[src/rtl/pipe_ctrl_pkg.sv]
// Shared types and default constants for the pipeline hazard sequencer.
package pipe_ctrl_pkg;

    // Sequencer state: normal flow, or frozen behind a multi-cycle memory access.
    typedef enum logic {
        RUN      = 1'b0,
        MEM_WAIT = 1'b1
    } state_t;

    localparam int DEF_REG_W       = 5;
    localparam int DEF_CNT_W       = 16;
    localparam int DEF_MEM_TIMEOUT = 255;

    // Index of the hardwired zero register; writes to it never create a dependency.
    localparam int REG_ZERO = 0;

endpackage

[src/rtl/load_use_detect.sv]
// Combinational load-use comparator: flags an ID instruction that reads the
// destination of a load currently in EX.
module load_use_detect
    import pipe_ctrl_pkg::*;
#(
    parameter int REG_W = DEF_REG_W
) (
    input  logic [REG_W-1:0] id_rs,
    input  logic [REG_W-1:0] id_rt,
    input  logic [REG_W-1:0] ex_rd,
    input  logic             ex_mem_read,
    output logic             load_use
);

    localparam logic [REG_W-1:0] ZERO_IDX = REG_W'(REG_ZERO);

    // A load into register zero produces nothing to wait for, so it is ignored.
    always_comb begin
        load_use = ex_mem_read
                 & (ex_rd != ZERO_IDX)
                 & ((ex_rd == id_rs) | (ex_rd == id_rt));
    end

endmodule

[src/rtl/pipe_hazard_ctrl.sv]
// Central sequencer for the IF/ID, ID/EX, EX/MEM, MEM/WB registers and the PC.
// Decides advance / hold / bubble each cycle, counts stalled cycles and
// reports memory accesses that wait too long.
module pipe_hazard_ctrl
    import pipe_ctrl_pkg::*;
#(
    parameter int REG_W       = DEF_REG_W,
    parameter int CNT_W       = DEF_CNT_W,
    parameter int MEM_TIMEOUT = DEF_MEM_TIMEOUT
) (
    input  logic             clock,
    input  logic             reset,
    input  logic [REG_W-1:0] id_rs,
    input  logic [REG_W-1:0] id_rt,
    input  logic [REG_W-1:0] ex_rd,
    input  logic             ex_mem_read,
    input  logic             ex_branch_taken,
    input  logic             mem_req,
    input  logic             mem_ack,
    output logic             pc_en,
    output logic             ifid_en,
    output logic             idex_en,
    output logic             exmem_en,
    output logic             memwb_en,
    output logic             ifid_flush,
    output logic             idex_flush,
    output logic             memwb_flush,
    output logic [CNT_W-1:0] stall_cycles,
    output logic             mem_timeout
);

    localparam int                WAIT_W    = $clog2(MEM_TIMEOUT + 1);
    localparam logic [WAIT_W-1:0] WAIT_MAX  = WAIT_W'(MEM_TIMEOUT);
    localparam logic [CNT_W-1:0]  STALL_MAX = '1;

    state_t            state;
    state_t            state_nxt;
    logic [WAIT_W-1:0] wait_cnt;
    logic [WAIT_W-1:0] wait_cnt_inc;
    logic              mem_stall;
    logic              load_use;

    // Raw (pre-reset-gating) control decisions.
    logic pc_en_c, ifid_en_c, idex_en_c, exmem_en_c, memwb_en_c;
    logic ifid_flush_c, idex_flush_c, memwb_flush_c;

    load_use_detect #(
        .REG_W (REG_W)
    ) u_load_use_detect (
        .id_rs       (id_rs),
        .id_rt       (id_rt),
        .ex_rd       (ex_rd),
        .ex_mem_read (ex_mem_read),
        .load_use    (load_use)
    );

    assign mem_stall = mem_req & ~mem_ack;

    // Priority mux: memory freeze beats branch flush beats load-use bubble.
    always_comb begin
        // NOTE: every output gets a default before the priority chain so no path leaves it unassigned (no latch).
        pc_en_c       = 1'b1;
        ifid_en_c     = 1'b1;
        idex_en_c     = 1'b1;
        exmem_en_c    = 1'b1;
        memwb_en_c    = 1'b1;
        ifid_flush_c  = 1'b0;
        idex_flush_c  = 1'b0;
        memwb_flush_c = 1'b0;
        if (mem_stall) begin
            // Front of the pipe holds (including any taken branch in EX);
            // WB receives a bubble while MEM is busy.
            pc_en_c       = 1'b0;
            ifid_en_c     = 1'b0;
            idex_en_c     = 1'b0;
            exmem_en_c    = 1'b0;
            memwb_flush_c = 1'b1;
        end else if (ex_branch_taken) begin
            // Squash the two wrong-path instructions; this also removes any
            // load-use dependent sitting in ID.
            ifid_flush_c  = 1'b1;
            idex_flush_c  = 1'b1;
        end else if (load_use) begin
            pc_en_c       = 1'b0;
            ifid_en_c     = 1'b0;
            idex_flush_c  = 1'b1;
        end
    end

    // Reset forces all enables and flushes low regardless of the clock.
    always_comb begin
        pc_en       = pc_en_c       & reset;
        ifid_en     = ifid_en_c     & reset;
        idex_en     = idex_en_c     & reset;
        exmem_en    = exmem_en_c    & reset;
        memwb_en    = memwb_en_c    & reset;
        ifid_flush  = ifid_flush_c  & reset;
        idex_flush  = idex_flush_c  & reset;
        memwb_flush = memwb_flush_c & reset;
    end

    // Next-state logic: enter MEM_WAIT on an un-acked access, leave on ack.
    always_comb begin
        state_nxt = state;
        case (state)
            RUN:      if (mem_stall) state_nxt = MEM_WAIT;
            MEM_WAIT: if (mem_ack)   state_nxt = RUN;
            default:                 state_nxt = RUN;
        endcase
    end

    // Saturating successor of the wait counter.
    always_comb begin
        wait_cnt_inc = (wait_cnt == WAIT_MAX) ? wait_cnt : wait_cnt + WAIT_W'(1);
    end

    // State register.
    always_ff @(posedge clock or negedge reset) begin
        // NOTE: sequential state uses non-blocking assignments so every flop samples pre-edge values.
        if (!reset) state <= RUN;
        else        state <= state_nxt;
    end

    // Wait counter and sticky timeout flag; the flag is report-only.
    always_ff @(posedge clock or negedge reset) begin
        if (!reset) begin
            wait_cnt    <= '0;
            mem_timeout <= 1'b0;
        end else if (state == RUN) begin
            if (state_nxt == MEM_WAIT) wait_cnt <= '0;
        end else begin
            wait_cnt <= wait_cnt_inc;
            if (!mem_ack && (wait_cnt_inc == WAIT_MAX)) mem_timeout <= 1'b1;
        end
    end

    // Saturating count of cycles in which the PC did not advance.
    always_ff @(posedge clock or negedge reset) begin
        if (!reset) begin
            stall_cycles <= '0;
        end else if (!pc_en && (stall_cycles != STALL_MAX)) begin
            stall_cycles <= stall_cycles + CNT_W'(1);
        end
    end

endmodule

[config.mk]
export PLATFORM = sky130hd
export DESIGN_NAME = pipe_hazard_ctrl
export DESIGN_NICKNAME = d
export VERILOG_FILES = /design/src/rtl/pipe_ctrl_pkg.sv /design/src/rtl/load_use_detect.sv /design/src/rtl/pipe_hazard_ctrl.sv
export SDC_FILE = /design/constraint.sdc
export NUM_CORES = 1
export LEC_CHECK = 0
export ABC_AREA = 1
export ABC_CLOCK_PERIOD_IN_PS = 2000
export BUFFER_PORTS_ARGS = -buffer_cell sky130_fd_sc_hd__buf_4
export CAP_MARGIN = 0
export CORE_MARGIN = 8
export CORE_UTILIZATION = 50
export DETAILED_ROUTE_END_ITERATION = 8
export GPL_ROUTABILITY_DRIVEN = 0
export HOLD_SLACK_MARGIN = 0.05
export PLACE_DENSITY_LB_ADDON = 0.12
export SLEW_MARGIN = 20
export SYNTH_ARGS = -nofsm -noshare
export SYNTH_HDL_FRONTEND = slang
export SYNTH_HIERARCHICAL = 1
export SYNTH_SLANG_ARGS = --single-unit
[constraint.sdc]
create_clock -name clock -period 2 [get_ports clock]
set_input_delay 0.3 -clock clock [delete_from_list [all_inputs] [get_ports clock]]
set_output_delay 0.3 -clock clock [all_outputs]
set_load 0.005 [all_outputs]
==> summary.md, run 1 <==
| Metric | Value |
|---|---|
| Final global-route overflow total | 0 |
| Number of enable flip-flop cells after synthesis | 0 |
| Reg-to-reg critical path endpoint | stall_cycles[9]$_DFFE_PN0P_ |
| Number of max-slew violations in the final report | 0 |
| Power per cell area | between 700 and 800 nW/µm² |
| Hold Path Cell Cnt | 2 |
| Routed via count divided by cell count | 4.85 |
| Startpoint type of the worst setup path | input port |
| Headroom to the max-slew limit | 0.767 |
| # nets final | 336 |
| Clock buffer count from CTS | 3 |
| Final setup violation count | 0 |
| Share of layout cells above drive strength 1 | 0.266 |
| Worst-path maximum fanout | 4 |
| Achievable frequency | 0.545 GHz |
| Startpoint of the worst setup timing path | reset |
| Starting density of the core | 0.517 |
| Final critical path time including I/O delays and setup | ~1.8 ns |
| Half-perimeter wire length after detailed placement | 3.39 mm |
| Detailed Route Iter0 Violations | 96 |
| Share of the synthesized area in the top cell type | 0.343 |
| Average detailed-routed wire length per instance | around 12 µm |
| Worst Path Required | 1.70 ns |
| Tightest Pin Transition | 0.349 ns |
| Worst reg-to-reg setup slack | 0.27 ns |
| Number of sinks handled by clock tree synthesis | 26 |
| Endpoint type of the worst setup path | primary output |
| Max clock buf depth | 2 |
| Total Wirelength | 4.26 mm |
| Maximum vdd drop | 0.000332 V |
| Die Outline Area | 6010 µm² |
| Number of nets in the synthesized netlist | roughly 290 |
| Unrepaired setup endpoints after global routing | no |
| Dominant cells by area after synthesis | dfrtp_1, nand2_1, inv_1, xor2_1, nor2_1 |
| Setup Buffers After CTS | 0 |
| Number of library cell types mapped by synthesis | 29 |
| Floorplan die height | 77.6 µm |
| GR Util All Layers | 0.145 |
| Library cell used as clock root buffer | clkbuf_8 |
| Wire length of the first global-routing pass | about 7.3 mm |
| Largest clock skew in the final design | 0.00817 ns |
| Antenna diodes | 0 |
| Total power consumption of the routed design | around 1.8 mW |
| H-tree depth | 1 |
| Number of standard-cell rows in the floorplan | 22 |
| Die outline width | 77.6 µm |
| Reg2Reg Depth | 9 |
| Final std cell area, no fill | approximately 2400 µm² |
| Post-Synthesis Cell Area | between 1500 and 2000 µm² |
| Total iterations of the first detailed-routing run | 4 |
| Endpoints failing hold | 0 |
| Antenna violations before repair | 0 |
| Post-route clock period utilization | 0.917 |
| I/O pin cnt | 46 |
| Layout Area Growth over Synthesis | 24.5% |
| Worst Setup Path Type | input port to primary output |
| Hold endpoint | state$_DFF_PN0_ |
| Most common library cell in the layout ignoring fill and taps | nand2_1 |
| Clock latency reported for the late side of the worst-skew pair | 0.27 ns |
| Count of buffers from port buffering | 45 |
| Clock tree from TritonCTS | yes |
| Commonest non-fill, non-tap cells in the layout | nand2_1, buf_4, inv_1 |
| Via Count | 1745 |
| Result of the run | completed |
| Clock slew at the register clock pins of the worst setup and hold paths | about 0.090 ns |
| Mean cell area of the mapped netlist | 7.15 µm² |
| Antenna viol nets, final | 0 |
| Arrival time of the worst setup path | 1.53 ns |
| Number of max-cap violations | 0 |
| Register cell area after layout | 651 µm² |
| Critical R2R Launch | stall_cycles[0]$_DFFE_PN0P_ |
| Placed Cells incl. Taps | 355 |
| Min-delay worst type | input port to flop |
| Floorplan core area | 3660 µm² |
| Number of warnings issued by yosys | 6 |
| Pin count of the biggest net entering global routing | 28 |
| Mapped Cells | 265 |
| Tightest hold margin | ~0.18 ns |
| DP Area | 2270 µm² |
| Asr flop ratio synth | 1.00 |
| Setup total negative slack | 0 ns |
| Number of filler instances in the final layout | 322 |
| Fin cells | 360 |
| Launch instance of the worst min-delay path | mem_ack |
| FF+latch count, synth | 26 |
| Drt drc | 0 |
| Primary flip-flop cell chosen by synthesis mapping | dfrtp_1 |
| Vias in the first global route | between 1500 and 2000 |
| Cell accounting for the most synthesized area | dfrtp_1 |
| Multi-input gate area | 1050 µm² |
| Leakage power total | 1.24 nW |
| Sequential cell area fraction in the yosys report | 0.343 |
==> worst max-delay path, cell delays in order <==
cell and delay, ns:
dlygate4sd3_1 0.54, buf_4 0.11, inv_1 0.05, nor2_2 0.21, inv_1 0.08, a21oi_1 0.12, buf_4 0.13
==> power breakdown <==
part	leakage, nW	switching (mW)	total (mW)	internal (mW)
clock	0.0357	0.166	0.434	0.268
sequential	0.338	0.136	0.759	0.623
combinational	0.862	0.307	0.614	0.307
total	1.24	0.608	1.81	1.20
==> timing repair <==
action                     in CTS  in global routing
resized for setup               0                  1
setup endpoints to repair       0                  1
hold buffers                    1                  0
hold endpoints to repair       26                  0
==> metrics by stage <==
stage | worst slack [ns] | utilization
floorplan | 0.374 | -
global placement | 0.318 | 0.621
detailed placement | 0.296 | 0.621
CTS | 0.0789 | 0.644
global route | 0.0874 | 0.644
finish | 0.165 | 0.644
==> area by class of cell <==
class	count	share of cell area
Sequential cell	26	0.276
Clock buffer	3	0.0175
Timing Repair Buffer	49	0.162
Inverter	37	0.0589
Clock inverter	1	0.0127
Multi-Input combinational cell	196	0.447
Tap cell	48	0.0255
==> synth_stat cells (2+ instances only) <==
cell / number
nand2_1: 92
inv_1: 31
dfrtp_1: 26
nor2_1: 24
nand3_1: 14
xor2_1: 11
o21ai_2: 10
o21ai_0: 9
xnor2_1: 7
inv_2: 6
nand4_1: 5
a21oi_1: 4
buf_4: 3
nand2_4: 3
ha_1: 2
nand3_2: 2
nor2_2: 2
nor2_4: 2
nor3_1: 2
==> kinds of logic after synthesis <==
group                      count (synthesis)  synth area share
and+or+nand+nor                          148             0.355
buffers and inverters                     43             0.101
AOI/OAI and AO/OA                         28             0.104
DFF                                       26             0.343
xor gates and xnor gates                  18            0.0832
adders and majority gates                  2            0.0132
==> registers in the layout (all words and copies together), names as in the netlist <==
register      count
mem_timeout       1
state             1
stall_cycles     16
wait_cnt          8
==> metal layers <==
layer | GRT usage | routed length (µm)
met2 | 0.230 | 1920
met4 | 0.0491 | 61
met5 | 0 | 0
met1 | 0.182 | 2020
met3 | 0.0472 | 251
==> how the worst max path moves through the flow <==
stage / to / slack, ns / cells past startpoint
after global placement: mem_timeout$_DFFE_PN0P_ / 0.32 / 9
final: idex_flush / 0.17 / 7
after global routing: mem_timeout$_DFFE_PN0P_ / 0.09 / 9
after detailed placement: stall_cycles[1]$_DFFE_PN0P_ / 0.30 / 14
after CTS: idex_flush / 0.08 / 7
after floorplan: stall_cycles[9]$_DFFE_PN0P_ / 0.37 / 12
Note: power is estimated with default switching activity, not from simulation.
==> run 2: changes to the inputs <==
==> constraint.sdc (replaced) <==
create_clock -name clock -period 2 [get_ports clock]
set_input_delay 0 -clock clock [delete_from_list [all_inputs] [get_ports clock]]
set_output_delay 0 -clock clock [all_outputs]
set_load 0.005 [all_outputs]
==> run 2 against run 1 <==
Against the previous run: critical path depth grew 1; total power is 9.1% lower; sequential power about the same; via count unchanged; final cell count fell by 0.28%; first-iteration DRC count rose by 3.1%; routed wire length down 0.59%; non-clock buffer count is the same; design area down 1.7%; flip-flop and latch count unchanged; global-route usage hardly changed; fmax is 1.3% higher; critical path type is now flop to flop; largest power group unchanged.
==> summary.md, run 2 (synthesized netlist as in run 1, its figures left out) <==
| Metric | Value |
|---|---|
| Result of the run | completed |
| Post-route setup slack | between 0.15 and 0.2 ns |
| Final setup violation count | 0 |
| Clock buffer count from CTS | 3 |
| Total Wirelength | 4.23 mm |
| Drt drc | 0 |
| Antenna violations before repair | 0 |
| Maximum vdd drop | 0.000408 V |
| Endpoints failing hold | 0 |
| Worst-path maximum fanout | 18 |
| Floorplan core area | 3660 µm² |
| Half-perimeter wire length after detailed placement | 3.37 mm |
| Clock latency reported for the late side of the worst-skew pair | 0.26 ns |
| Tightest Pin Transition | 0.539 ns |
| Detailed Route Iter0 Violations | 99 |
| Library cell used as clock root buffer | clkbuf_8 |
| Post-route clock period utilization | 0.906 |
| Antenna diodes | 0 |
| Final critical path time including I/O delays and setup | 1.81 ns |
| Global-route met3 utilization | 0.0495 |
| Largest registers in the final layout | stall_cycles: 16 flops, wait_cnt: 8 flops |
| Number of max-cap violations | 0 |
| Power per cell area | ~710 nW/µm² |
| Number of standard-cell rows in the floorplan | 22 |
| Routed via count divided by cell count | around 5 |
| Startpoint type of the worst setup path | flop |
| Die Outline Area | 6010 µm² |
| Setup total negative slack | 0 ns |
| Clock tree from TritonCTS | yes |
| Final global-route overflow total | 0 |
| Number of flip-flops under the largest register name | 16 |
| Total iterations of the first detailed-routing run | 4 |
| Arrival time of the worst setup path | 2.01 ns |
| Floorplan die height | 77.6 µm |
| GR Layer Usage met1 | 0.186 |
| Clock slew at the register clock pins of the worst setup and hold paths | 0.08 ns |
| Starting density of the core | 0.517 |
| Endpoint type of the worst setup path | flop |
| Worst Path Required | 2.19 ns |
| H-tree depth | 1 |
| Met2 Track Usage GR | 0.230 |
| Max clock buf depth | 2 |
| Min-delay worst type | input port to flop |
| Count of buffers from port buffering | 45 |
| Wire length of the first global-routing pass | 7.45 mm |
| Antenna viol nets, final | 0 |
| GRT busiest layer | met2 |
| Number of max-slew violations in the final report | 0 |
| Pin count of the biggest net entering global routing | 28 |
| # nets final | 336 |
| I/O pin cnt | 46 |
| Leakage power total | 1.22 nW |
| Vias in the first global route | approximately 1700 |
| Die outline width | about 78 µm |
| Average detailed-routed wire length per instance | around 12 µm |
| Post-CTS resize count | 0 |
| Layout Area Growth over Synthesis | 22.4% |
| GR Util All Layers | 0.146 |
| Unrepaired setup endpoints after global routing | no |
| Headroom to the max-slew limit | 0.640 |
| Pre-CTS worst setup slack | 0.205 ns |
| Share of layout cells above drive strength 1 | 0.254 |
| Via Count | 1745 |
| Setup Buffers After CTS | 0 |
| Worst Setup Path Type | flop to flop |
| Most common library cell in the layout ignoring fill and taps | nand2_1 |
| Number of sinks handled by clock tree synthesis | 26 |
| Achievable frequency | 0.552 GHz |
| Largest clock skew in the final design | 0.00481 ns |
| Commonest non-fill, non-tap cells in the layout | nand2_1, buf_4, inv_1 |
| Register with the most flip-flops | stall_cycles |
-- run 2: routing by layer --
| metal | wire (µm) | vias up | share of wire |
|---|---|---|---|
| met3 | 222 | 2 | 0.052 |
| met2 | 1890 | 31 | 0.45 |
| met4 | 29 | 0 | 0.0069 |
| li1 | - | 919 | - |
| met1 | 2080 | 793 | 0.49 |
| met5 | 0 | - | 0 |
-- run 2: what timing repair did --
action / in CTS / in global routing
setup endpoints to repair: 0 / 0
hold buffers: 3 / 0
hold endpoints to repair: 27 / 0
-- run 2: area by class of cell --
type,instances,area (µm²)
clock buffers,3,41.3
fillers,349,1340
well taps,48,60.1
multi-input cells,196,1050
inverters,37,139
flip-flops and latches,26,651
repair buffers,49,375
-- run 2: worst paths after layout --
check,start,slack [ns],cells after the start,to
worst max-delay path,stall_cycles[0]$_DFFE_PN0P_,0.19,8,stall_cycles[14]$_DFFE_PN0P_
worst min-delay path,ex_branch_taken,0.09,4,stall_cycles[8]$_DFFE_PN0P_
worst max register to register,stall_cycles[0]$_DFFE_PN0P_,0.19,8,stall_cycles[14]$_DFFE_PN0P_
worst min register to register,mem_timeout$_DFFE_PN0P_,0.47,2,mem_timeout$_DFFE_PN0P_
max in group asynchronous,reset,1.45,3,stall_cycles[2]$_DFFE_PN0P_
min in group asynchronous,reset,0.29,3,wait_cnt[2]$_DFFE_PN0P_
-- run 2: per-stage QoR --
stage	power (mW)	hold WS, ns	util	area [µm²]	cells
2_1_floorplan	1.12	-0.296	-	1890	265
3_3_place_gp	1.36	0.0297	0.614	2250	353
3_5_place_dp	1.37	0.0323	0.614	2250	353
4_1_cts	1.67	0.0933	0.633	2320	359
5_1_grt	1.77	0.112	0.633	2320	359
6_report	1.64	0.0927	0.633	2320	359
-- run 2: worst max-delay path, cell delays in order (launching register included) --
cell and delay (ns):
dfrtp_1 0.44, ha_1 0.26, nand3_2 0.14, nor2_4 0.07, nand2_4 0.10, nor2_8 0.04
a21oi_4 0.46, nand2_1 0.13, o21ai_2 0.09
-- run 2: power breakdown --
group / total (mW) / internal, mW / switching, mW
Sequential: 0.759 / 0.623 / 0.135
Clock: 0.285 / 0.135 / 0.150
Combinational: 0.600 / 0.302 / 0.298
==> run 3: changes to the inputs <==
Settings changed: ABC_AREA 1 to default.
==> run 3 against run 2 <==
Against the previous run: register-to-register slack worse by 0.07 ns; sequential share of layout area up 2.7 points; core utilization up 1.6 points; combinational power down 12%; design area down 8.8%; final cell count down 26%; die area down 10%; via count down 15%; synthesized cell count down 35%; first-iteration DRC count down 29%; worst setup slack worse by 0.067 ns; critical endpoint is now stall_cycles[1]$_DFFE_PN0P_.
==> summary.md, run 3 <==
| Metric | Value |
|---|---|
| Mapped Cells | 171 |
| Total power consumption of the routed design | ~1.5 mW |
| Number of buffer and inverter instances along the worst setup path | 0 |
| Antenna violations before repair | 0 |
| Multi-input gate area | 936 µm² |
| Primary flip-flop cell chosen by synthesis mapping | dfrtp_1 |
| I/O pin cnt | 46 |
| Commonest cells in the synthesized netlist | dfrtp_1, xnor2_1, a21oi_1, nand2_1 |
| Final critical path time including I/O delays and setup | 1.88 ns |
| Register cell area after layout | 651 µm² |
| Worst-path maximum fanout | 5 |
| Final setup violation count | 0 |
| Count of buffers from port buffering | 45 |
| Met2 Track Usage GR | 0.242 |
| Commonest non-fill, non-tap cells in the layout | buf_4, dfrtp_1, xnor2_1 |
| Drt drc | 0 |
| Clock tree from TritonCTS | yes |
| Startpoint type of the worst setup path | flop |
| Leakage power total | ~0.96 nW |
| Clock buffer count from CTS | 3 |
| Floorplan core area | around 3300 µm² |
| Dominant cells by area after synthesis | dfrtp_1, xnor2_1, xor2_1, a21oi_1, and3_1 |
| Part of the power in registers | 0.476 |
| Layout Area Growth over Synthesis | 28.1% |
| Cell accounting for the most synthesized area | dfrtp_1 |
| Int Power | 1.04 mW |
| Endpoints failing hold | 0 |
| Final global-route overflow total | 0 |
| Headroom to the max-slew limit | 0.671 |
| H-tree depth | 1 |
| Floorplan die height | 73.5 µm |
| Setup Buffers After CTS | 0 |
| Global-route met3 utilization | 0.0546 |
| Number of flip-flops under the largest register name | 16 |
| Average detailed-routed wire length per instance | 15.0 µm |
| Pre-CTS worst setup slack | a little under 0.06 ns |
| Combinational Power Share | 0.341 |
| Number of max-slew violations in the final report | 0 |
| Worst Setup Path Type | flop to flop |
| Biggest cell delay along the critical path | 0.57 ns |
| Starting density of the core | 0.507 |
| Setup total negative slack | 0 ns |
| Asr flop ratio synth | 1.00 |
| Number of filler instances in the final layout | 296 |
| Family with the most delay on the worst path | simple AND/OR/NAND/NOR gates |
| Critical Path, Cell by Cell | ha_1 -> nand2_1 -> or4_4 -> o21ai_4 -> mux2_4 |
| Library cell used as clock root buffer | clkbuf_4 |
| Antenna diodes | 0 |
| Register with the most flip-flops | stall_cycles |
| Die Outline Area | around 5400 µm² |
| Wire length of the first global-routing pass | 6.83 mm |
| Post-CTS resize count | 0 |
| Mean cell area of the mapped netlist | roughly 9.7 µm² |
| Post-route clock period utilization | 0.939 |
| FF+latch count, synth | 26 |
| Number of enable flip-flop cells after synthesis | 0 |
| Largest registers in the final layout | stall_cycles: 16 flops, wait_cnt: 8 flops |
| Number of nets in the synthesized netlist | 194 |
| GR Util All Layers | 0.160 |
| Total Wirelength | 3.98 mm |
| Clock latency reported for the late side of the worst-skew pair | 0.34 ns |
| Sequential cell area fraction in the yosys report | 0.394 |
| Vias in the first global route | 1501 |
| # nets final | 244 |
| GR Layer Usage met1 | 0.200 |
| Final std cell area, no fill | 2110 µm² |
| Number of sinks handled by clock tree synthesis | 26 |
| Share of the synthesized area in the top cell type | 0.394 |
| Result of the run | completed |
| Achievable frequency | 0.532 GHz |
| Share of layout cells above drive strength 1 | 0.309 |
| Tightest hold margin | 0.252 ns |
| Pin count of the biggest net entering global routing | 29 |
| Number of standard-cell rows in the floorplan | 21 |
| Switching share of power | 0.331 |
| Worst Path Required | 2.25 ns |
| Max clock buf depth | 2 |
| Maximum vdd drop | 0.000429 V |
| Routed via count divided by cell count | roughly 5.6 |
| Number of warnings issued by yosys | 6 |
| Unrepaired setup endpoints after global routing | no |
| Number of max-cap violations | 0 |
| Share of power burned in the clock network | 0.183 |
| Critical path's slowest cell | or4_4 |
| Power per cell area | 733 nW/µm² |
| Post-Synthesis Cell Area | approximately 1700 µm² |
| Arrival time of the worst setup path | 2.13 ns |
| GRT busiest layer | met2 |
| Half-perimeter wire length after detailed placement | 3.10 mm |
| Endpoint type of the worst setup path | flop |
| Detailed Route Iter0 Violations | 70 |
| Hold buffer count at CTS | 4 |
| DP Area | slightly above 2000 µm² |
| Total iterations of the first detailed-routing run | 4 |
| Via Count | 1490 |
| Tightest Pin Transition | 0.493 ns |
| Post-route setup slack | about 0.12 ns |
| Antenna viol nets, final | 0 |
| Clock slew at the register clock pins of the worst setup and hold paths | about 0.15 ns |
| Die outline width | 73.5 µm |
| Net switching power | 0.513 mW |
| Min-delay worst type | input port to async pin |
| Most common library cell in the layout ignoring fill and taps | buf_4 |
| Largest clock skew in the final design | about 0.0067 ns |
| Count leader, synth | dfrtp_1 |
| Number of library cell types mapped by synthesis | 48 |
run 3: cell types whose count changed after synthesis, moves of 5 or more:
cell / before / now
a21oi_1: 4 / 10
and3_1: 0 / 8
xnor2_1: 7 / 16
inv_1: 31 / 5
nor2_1: 24 / 7
nand2_1: 92 / 9
clkbuf_1: 1 / 6
o21ai_2: 10 / 0
inv_2: 6 / 0
nand3_1: 14 / 8
run 3: worst paths after layout:
| kind | startpoint | to | slack, ns | cells after the start |
|---|---|---|---|---|
| min reg2reg | mem_timeout$_DFFE_PN0P_ | mem_timeout$_DFFE_PN0P_ | 0.49 | 2 |
| min in group clock | ex_branch_taken | idex_flush | 0.29 | 3 |
| max in group asynchronous | reset | wait_cnt[1]$_DFFE_PN0P_ | 1.49 | 3 |
| min | reset | stall_cycles[13]$_DFFE_PN0P_ | 0.25 | 3 |
| max | stall_cycles[0]$_DFFE_PN0P_ | stall_cycles[1]$_DFFE_PN0P_ | 0.12 | 5 |
| max reg2reg | stall_cycles[0]$_DFFE_PN0P_ | stall_cycles[1]$_DFFE_PN0P_ | 0.12 | 5 |
run 3: logic make-up (layout without fill, tap and decap cells):
kind of cell             after synthesis  after routing  synth area share
AND/OR/NAND/NOR                       61             61             0.223
multiplexers                           3              3            0.0227
buffers and inverters                 14             63            0.0387
flip-flops                            26             26             0.394
XOR/XNOR                              23             23             0.122
AO/OA/AOI/OAI                         42             42             0.184
adder cells (fa/ha/maj)                2              2            0.0152
run 3: tightest hold or removal path, cell delays in order:
cell and delay, ns:
dlygate4sd3_1 0.53, buf_4 0.15, buf_4 0.34
run 3: power by group through the flow:
stage | registers, mW | logic (mW) | clock network, mW
final | 0.737 | 0.529 | 0.284
after global routing | 0.758 | 0.583 | 0.308
after CTS | 0.736 | 0.537 | 0.287
after detailed placement | 0.747 | 0.528 | 0
after global placement | 0.740 | 0.510 | 0
after floorplan | 0.726 | 0.275 | 0
run 3: stage by stage:
step / std cells / util
after floorplan: 171 / -
after global placement: 258 / 0.626
after detailed placement: 258 / 0.626
after CTS: 266 / 0.649
after global routing: 266 / 0.649
final: 266 / 0.649
run 3: per-layer routing:
layer / up-vias / wire, µm
met2: 62 / 1820
met3: 7 / 366
met4: 0 / 67
met5: - / 0
met1: 696 / 1730
li1: 725 / -
run 3: area by class of cell:
class / instances / area share
Multi-Input combinational cell: 131 / 0.443
Sequential cell: 26 / 0.308
Timing Repair Buffer: 54 / 0.196
Tap cell: 46 / 0.0272
Clock buffer: 4 / 0.0172
Inverter: 5 / 0.00888
